## src/rtl/bip_control.sv

```systemverilog
// BIP instruction-sequencing control: PC, two-phase FETCH/EXEC/HALT sequencer and
// opcode decode driving the BAU op select, accumulator/operand muxes and RAM strobes.
module bip_control #(
   parameter int msb = 10
) (
   input  logic           clk,
   input  logic           rst_n,
   input  logic           run,
   input  logic [msb+5:0] instr,
   output logic [msb:0]   pm_addr,
   output logic [msb:0]   operand,
   output logic           op,
   output logic [1:0]     sel_a,
   output logic           sel_b,
   output logic           wr_acc,
   output logic           wr_ram,
   output logic           rd_ram,
   output logic           halted,
   output logic [15:0]    cycle_count
);

   typedef enum logic [1:0] {
      ST_FETCH = 2'd0,
      ST_EXEC  = 2'd1,
      ST_HALT  = 2'd2
   } state_t;

   localparam logic [4:0] OP_HLT  = 5'd0;
   localparam logic [4:0] OP_STO  = 5'd1;
   localparam logic [4:0] OP_LD   = 5'd2;
   localparam logic [4:0] OP_LDI  = 5'd3;
   localparam logic [4:0] OP_ADD  = 5'd4;
   localparam logic [4:0] OP_ADDI = 5'd5;
   localparam logic [4:0] OP_SUB  = 5'd6;
   localparam logic [4:0] OP_SUBI = 5'd7;

   localparam logic [msb:0] PC_ONE = {{msb{1'b0}}, 1'b1};

   state_t        state_r;
   state_t        state_s;
   logic [msb:0]  pc_r;
   logic [msb:0]  pc_s;
   logic [15:0]   count_r;
   logic [15:0]   count_s;
   logic [4:0]    opcode_s;
   logic [msb:0]  operand_s;
   logic          op_s;
   logic [1:0]    sel_a_s;
   logic          sel_b_s;
   logic          dec_wr_acc_s;
   logic          dec_wr_ram_s;
   logic          dec_rd_ram_s;

   assign opcode_s = instr[msb+5:msb+1];

   // State, program counter and active-cycle counter registers.
   always_ff @(posedge clk or negedge rst_n) begin
      if (!rst_n) begin
         state_r <= ST_FETCH;
         pc_r    <= {(msb+1){1'b0}};
         count_r <= 16'd0;
      end else begin
         state_r <= state_s;
         pc_r    <= pc_s;
         count_r <= count_s;
      end
   end

   // Next-state, PC advance and opcode decode; decode is only live in EXEC.
   always_comb begin
      state_s      = state_r;
      pc_s         = pc_r;
      operand_s    = {(msb+1){1'b0}};
      op_s         = 1'b0;
      sel_a_s      = 2'd0;
      sel_b_s      = 1'b0;
      dec_wr_acc_s = 1'b0;
      dec_wr_ram_s = 1'b0;
      dec_rd_ram_s = 1'b0;
      case (state_r)
         ST_FETCH: begin
            if (run) begin
               state_s = ST_EXEC;
            end else begin
               state_s = ST_FETCH;
            end
         end
         ST_EXEC: begin
            operand_s = instr[msb:0];
            case (opcode_s)
               OP_STO: dec_wr_ram_s = 1'b1;
               OP_LD: begin
                  dec_rd_ram_s = 1'b1;
                  dec_wr_acc_s = 1'b1;
                  sel_a_s      = 2'd0;
               end
               OP_LDI: begin
                  dec_wr_acc_s = 1'b1;
                  sel_a_s      = 2'd1;
               end
               OP_ADD: begin
                  dec_rd_ram_s = 1'b1;
                  dec_wr_acc_s = 1'b1;
                  sel_a_s      = 2'd2;
                  sel_b_s      = 1'b0;
                  op_s         = 1'b1;
               end
               OP_ADDI: begin
                  dec_wr_acc_s = 1'b1;
                  sel_a_s      = 2'd2;
                  sel_b_s      = 1'b1;
                  op_s         = 1'b1;
               end
               OP_SUB: begin
                  dec_rd_ram_s = 1'b1;
                  dec_wr_acc_s = 1'b1;
                  sel_a_s      = 2'd2;
                  sel_b_s      = 1'b0;
                  op_s         = 1'b0;
               end
               OP_SUBI: begin
                  dec_wr_acc_s = 1'b1;
                  sel_a_s      = 2'd2;
                  sel_b_s      = 1'b1;
                  op_s         = 1'b0;
               end
               default: op_s = 1'b0;
            endcase
            // A stalled EXEC holds PC and state so the instruction replays whole.
            if (run) begin
               if (opcode_s == OP_HLT) begin
                  state_s = ST_HALT;
               end else begin
                  state_s = ST_FETCH;
                  pc_s    = pc_r + PC_ONE;
               end
            end else begin
               state_s = ST_EXEC;
            end
         end
         ST_HALT: state_s = ST_HALT;
         default: state_s = ST_FETCH;
      endcase
      if (run && (state_r != ST_HALT) && (count_r != 16'hFFFF)) begin
         count_s = count_r + 16'd1;
      end else begin
         count_s = count_r;
      end
   end

   assign pm_addr     = pc_r;
   assign operand     = operand_s;
   assign op          = op_s;
   assign sel_a       = sel_a_s;
   assign sel_b       = sel_b_s;
   assign wr_acc      = dec_wr_acc_s & run;
   assign wr_ram      = dec_wr_ram_s & run;
   assign rd_ram      = dec_rd_ram_s & run;
   assign halted      = (state_r == ST_HALT);
   assign cycle_count = count_r;

endmodule

```

## config.mk

```make
export PLATFORM = sky130hd
export DESIGN_NAME = bip_control
export DESIGN_NICKNAME = d
export VERILOG_FILES = /design/src/rtl/bip_control.sv
export SDC_FILE = /design/constraint.sdc
export NUM_CORES = 1
export LEC_CHECK = 0
export ABC_CLOCK_PERIOD_IN_PS = 2000
export CAP_MARGIN = 20
export CORE_UTILIZATION = 42
export CTS_CLUSTER_DIAMETER = 30
export DETAILED_ROUTE_END_ITERATION = 6
export MAX_ROUTING_LAYER = met4
export PLACE_DENSITY = 0.82
export SETUP_SLACK_MARGIN = 0.3
export SYNTH_ARGS = -nofsm -noshare
export SYNTH_HDL_FRONTEND = slang
export SYNTH_SLANG_ARGS = --single-unit
```

## constraint.sdc

```tcl
create_clock -name clk -period 2 [get_ports clk]
set_clock_uncertainty 0.1 [all_clocks]
set_input_delay 0.4 -clock clk [delete_from_list [all_inputs] [get_ports clk]]
set_output_delay 0.4 -clock clk [all_outputs]
set_load 0.01 [all_outputs]
```

==> results.ini, run 1 <==
[detailed_routing]
wire_per_inst_um = 21.7
drtIter0Drc = 105
drtPass1Iterations = 4
num_vias = 1819
route.detailed.drc = 0
via_per_inst = 5.67
ant_nets = 0
wl_mm = 6.98

[synthesis]
syn-instance-count = 144
synth_area_um2 = 1510
synthesis.nets = 165
yosys.area.top_type = dfrtp_1
synth_seq_cells = 29
synth_cell_type_count = 30
synth_edf_count = 0
synth_commonest_cells = dfrtp_1, and2_1, xor2_1
synth.most_common_cell = dfrtp_1
synthArstFlopShare_pct = 100
postSynthAreaPerCell_um2 = 10.5
yosys_most_used_dff = dfrtp_1
yosysSeqAreaShare_pct = 48.2
synth.top_cell.area_share_pct = 48.2
synth.area.top_cells = dfrtp_1, xor2_1, and2_1
yosysWarnings = 0

[global_routing]
overflow = 0
grt_use_total_pct = 31.0
grt_pass1_vias = 1667
grt_max_degree = 30
grt_pass1_wl_mm = 8.03
antenna_found_initial = 0

[worst_setup_path]
arrival_ns = 1.67
cp_slowest_cell = dfrtp_1
path_cells = nor2b_4 > nor3b_4 > buf_6 > buf_6 > and3_4 > buf_6
crit_fanout = 3
setup.worst_path.end_class = primary output
crit_family = simple AND/OR/NAND/NOR gates
r2r-start = state_r[1]
crit_buf_inv = 3
crit_type = reg2out
crit_path_frequent_cell = buf_6
crit_start = state_r[1]
crit_cells = 6
max_stage_delay_ns = 0.44
required_ns = 1.50
start_kind = register
rr_worst_depth = 7

[floorplanning]
core_um2 = 3390
start_util_pct = 44.4
ios = 65
die_w_um = 61.9
dieArea_um2 = 3830
die_h_um = 61.9
fp-row-count = 21

[power_and_ir_drop]
ir_drop_v = 0.00110
power.leakage_nw = 1.54
pwr_density_cell_nw_per_um2 = 916
finalPower_mw = 2.84

[placed_design]
dpl_worst_slack_ns = -0.524
dp.cells = 269
place_hpwl_mm = 2.88
portBuffers = 64
globalplace.congestion = 0.874
placed_area_um2 = 2350

[final_layout]
fillers = 124
drive_above_1_share_pct = 49.8
final_util_pct = 91.4
fin_cells = 321
n_antenna_cell = 0
fin_nets = 295
fin_area_um2 = 3100
area_growth_pct = 106

[timing]
setup_violations = 12
finalHoldWorstSlack_ns = 0.335
fin_crit_sh_pct = 108
worst_pin_slew_ns = 0.429
post-route-min-period_ns = 2.17
tns_ns = -0.970
slew_headroom_pct = 71.2
grt_setup_unrepaired = true
final-hold-violation-count = 0
fin_ws_ns = -0.168
drv_slew = 0
fmax_ghz = 0.461

[worst_hold_path]
hp-class = in2async

[cts]
clockRootBuffer = clkbuf_4
cts_hold_buf = 0
clk_path_buf_depth = 2
cts.clk_slew.worst_paths_ns = 0.14
clock_sinks = 29
cts_buffers = 5
htree_levels = 2
worstSkewPairLatency_ns = 0.37
cts_tree = done

[outcome]
status = finished with violations
violations = negative setup slack

[flow_run]
maxCapViolations = 0

## cells in the final DEF (no fill, tap or decap), types with 3 or more instances in the layout
cell,instances
buf_4,37
dlygate4sd2_1,31
buf_6,29
dfrtp_1,26
xor2_1,16
and2_1,15
buf_2,14
clkdlybuf4s50_1,13
nand4_1,9
nand2_1,8
nor4_4,7
xnor2_1,6
nor3_4,5
clkbuf_4,5
xnor2_2,4
inv_1,3
nand3_4,3
dfrtp_2,3
## cell type report
cell class	instances	area, um2	share of cell area (%)
Multi-Input combinational cell	110	1120	36.3
Timing Repair Buffer	125	1090	35.2
Sequential cell	29	729	23.6
Tap cell	46	57.6	1.86
Clock buffer	7	55.1	1.78
Clock inverter	1	30.0	0.970
Inverter	3	11.3	0.364
## kinds of logic after synthesis
| kind of cell | count (synthesis) | synth area share (%) |
|---|---|---|
| mux | 2 | 1.50 |
| fa+ha+maj | 2 | 1.66 |
| flops | 29 | 48.2 |
| buf+inv | 5 | 1.33 |
| xor+xnor | 26 | 15.1 |
| compound gates | 3 | 1.16 |
| simple gates | 77 | 31.0 |
## what timing repair did
action | CTS | global route
setup buffers | 32 | 11
pin swaps | 24 | 32
resized for setup | 161 | 40
cloned | 1 | 0
endpoints found under the setup margin | 64 | 44
## metal layers
| metal | wire, um | share of wire [%] | vias up | global-route usage (%) |
|---|---|---|---|---|
| met2 | 3460 | 50 | 131 | 52.8 |
| met1 | 2550 | 37 | 882 | 34.5 |
| met4 | 437 | 6.3 | 0 | 16.8 |
| met3 | 527 | 7.6 | 39 | 5.59 |
| li1 | - | - | 767 | - |
| met5 | 0 | 0 | - | - |
## registers in the layout, indices dropped and copies added (netlist names)
signal / count
state_r: 2
pm_addr: 11
cycle_count: 16
## power breakdown
group | switching, mW | total, mW | internal [mW]
clock | 0.235 | 0.533 | 0.299
combinational | 0.696 | 1.46 | 0.766
sequential | 0.120 | 0.841 | 0.721
## worst paths after layout
path	endpoint	slack, ns
max in group asynchronous	cycle_count[4]	1.11
hold / removal	cycle_count[12]	0.33
setup / recovery	sel_b	-0.17
setup reg to reg	cycle_count[6]	-0.11
hold reg to reg	pm_addr[10]	0.39
min in group clk	pm_addr[10]	0.39
No activity file was read; power rests on OpenSTA's default activity.
==> run 2, diff against run 1 <==
--- a/config.mk
+++ b/config.mk
@@ -5,6 +5,7 @@
 export SDC_FILE = /design/constraint.sdc
 export NUM_CORES = 1
 export LEC_CHECK = 0
+export ABC_AREA = 0
 export ABC_CLOCK_PERIOD_IN_PS = 2000
 export CAP_MARGIN = 20
 export CORE_UTILIZATION = 42
@@ -16,3 +17,4 @@
 export SYNTH_ARGS = -nofsm -noshare
 export SYNTH_HDL_FRONTEND = slang
 export SYNTH_SLANG_ARGS = --single-unit
+export TNS_END_PERCENT = 50
==> run 2 against run 1 <==
Net effect:
- routed wire length is 31% lower
- first-iteration DRC count down 52%
- the flow still finishes with violations (negative setup slack)
- register-to-register slack better by 0.08 ns
- worst setup slack better by 0.073 ns
- fmax rose by 3.5%
- utilization shrank 9.5 points
- non-clock buffer count is 24 lower
- sequential share of layout area increased by 2.7 points
- count of clock-buffer cells in the layout unchanged
- worst hold slack worse by 0.020 ns
==> results.ini, run 2 (synthesis results as in run 1) <==
[outcome]
status = finished with violations
violations = negative setup slack

[worst_setup_path]
max_stage_delay_ns = 0.42
crit_fanout = 3
r2r_setup_slack_ns = -0.03
crit_type = reg2out
arrival_ns = 1.60
rr_worst_depth = 5
r2r-start = cycle_count[9]
crit_path_frequent_cell = nor2b_4
required_ns = 1.50
setup.worst_path.end_class = primary output
start_kind = register
path_cells = nor2b_4 > nor3b_4 > buf_4 > and2_4 > nor2b_4 > buf_6
reg2reg_to = cycle_count[1]
cp_slowest_cell = dfrtp_1

[timing]
fin_crit_sh_pct = 105
fmax_ghz = 0.477
post-route-min-period_ns = 2.10
slew_headroom_pct = 60.4
drv_slew = 0
fin_ws_ns = -0.0955
setup_violations = 6
grt_setup_unrepaired = true
worst_pin_slew_ns = 0.592
final-hold-violation-count = 0

[power_and_ir_drop]
power.leakage_nw = 1.38
pwr_density_cell_nw_per_um2 = 872
ir_drop_v = 0.000682
finalPower_mw = 2.42

[cts]
clk_path_buf_depth = 2
clock_sinks = 29
cts.clk_slew.worst_paths_ns = 0.10
clockRootBuffer = clkbuf_4
cts_hold_buf = 0
htree_levels = 2
worstSkewPairLatency_ns = 0.36
cts_tree = done
cts_buffers = 5

[placed_design]
globalplace.congestion = 0.825
dpl_worst_slack_ns = -0.484
portBuffers = 64
place_hpwl_mm = 2.84

[detailed_routing]
drtIter0Drc = 50
drtPass1Iterations = 4
ant_nets = 0
num_vias = 1563
wire_per_inst_um = 16.4
route.detailed.drc = 0
wl_mm = 4.85
via_per_inst = 5.28

[worst_hold_path]
hp-class = in2async

[flow_run]
maxCapViolations = 0

[final_layout]
fin_nets = 271
layout_commonest_cell = dlygate4sd2_1
area_growth_pct = 84.3
largest_register_ffs = 16
n_antenna_cell = 0
drive_above_1_share_pct = 42.4
layout_common_cells = dlygate4sd2_1, buf_4, dfrtp_1

[floorplanning]
fp-row-count = 21
die_w_um = 61.9
start_util_pct = 44.4
ios = 65
core_um2 = 3390
dieArea_um2 = 3830
die_h_um = 61.9

[global_routing]
grt_pass1_wl_mm = 6.18
grt_pass1_vias = 1350
grt_use_total_pct = 23.7
antenna_found_initial = 0
overflow = 0
grt_max_degree = 30

==> run 2: per-stage QoR <==
| stage | std cells | instance area, um2 | hold slack [ns] | util, % | setup TNS (ns) |
|---|---|---|---|---|---|
| after floorplan | 144 | 1530 | 0.00441 | - | 0 |
| after global placement | 268 | 2340 | 0.364 | 69.1 | -3.63 |
| after detailed placement | 268 | 2340 | 0.380 | 69.1 | -4.00 |
| after CTS | 290 | 2510 | 0.368 | 74.2 | -0.0837 |
| after global routing | 296 | 2770 | 0.357 | 81.8 | -1.05 |
| final | 296 | 2770 | 0.315 | 81.8 | -0.270 |
==> run 2: worst max-delay path by stage <==
stage / startpoint / to / slack, ns / cells after the start
global placement: instr[12] / rd_ram / -0.41 / 5
detailed placement: instr[14] / sel_a[0] / -0.48 / 5
finish: state_r[1] / op / -0.1 / 6
CTS: state_r[1] / op / -0.08 / 6
floorplan: cycle_count[1] / cycle_count[10] / 0.19 / 6
global route: state_r[1] / op / -0.19 / 6
==> run 2: critical path, delay by kind of cell (launching register included) <==
kind                   cells  cell delay, ns
flip-flops                 1            0.42
buffers and inverters      2            0.24
AND/OR/NAND/NOR            4            0.58
==> run 2: final cells by class <==
class,count,area [um2]
clock buffers,7,55.1
flip-flops and latches,29,729
well taps,46,57.6
multi-input cells,110,1070
fillers,195,616
inverters,3,11.3
repair buffers,101,851
==> run 2: repair_timing <==
action | CTS | global route
resized for setup | 137 | 40
setup endpoints to repair | 66 | 43
buffers inserted | 14 | 6
pin swaps | 21 | 27
cloned | 1 | 0
==> run 2: per-layer routing <==
metal / GRT usage, % / wire, um / vias up / part of all wire, %
met4: 12.4 / 53 / 0 / 1.1
met2: 37.8 / 2490 / 70 / 51
met5: - / 0 / - / 0
met1: 28.3 / 1930 / 771 / 40
li1: - / - / 717 / -
met3: 4.76 / 372 / 5 / 7.7
==> run 2: where the power goes <==
part	switching [mW]	total (mW)	internal, mW
registers	0.122	0.843	0.721
clock network	0.215	0.381	0.166
logic	0.552	1.20	0.644
total	0.889	2.42	1.53
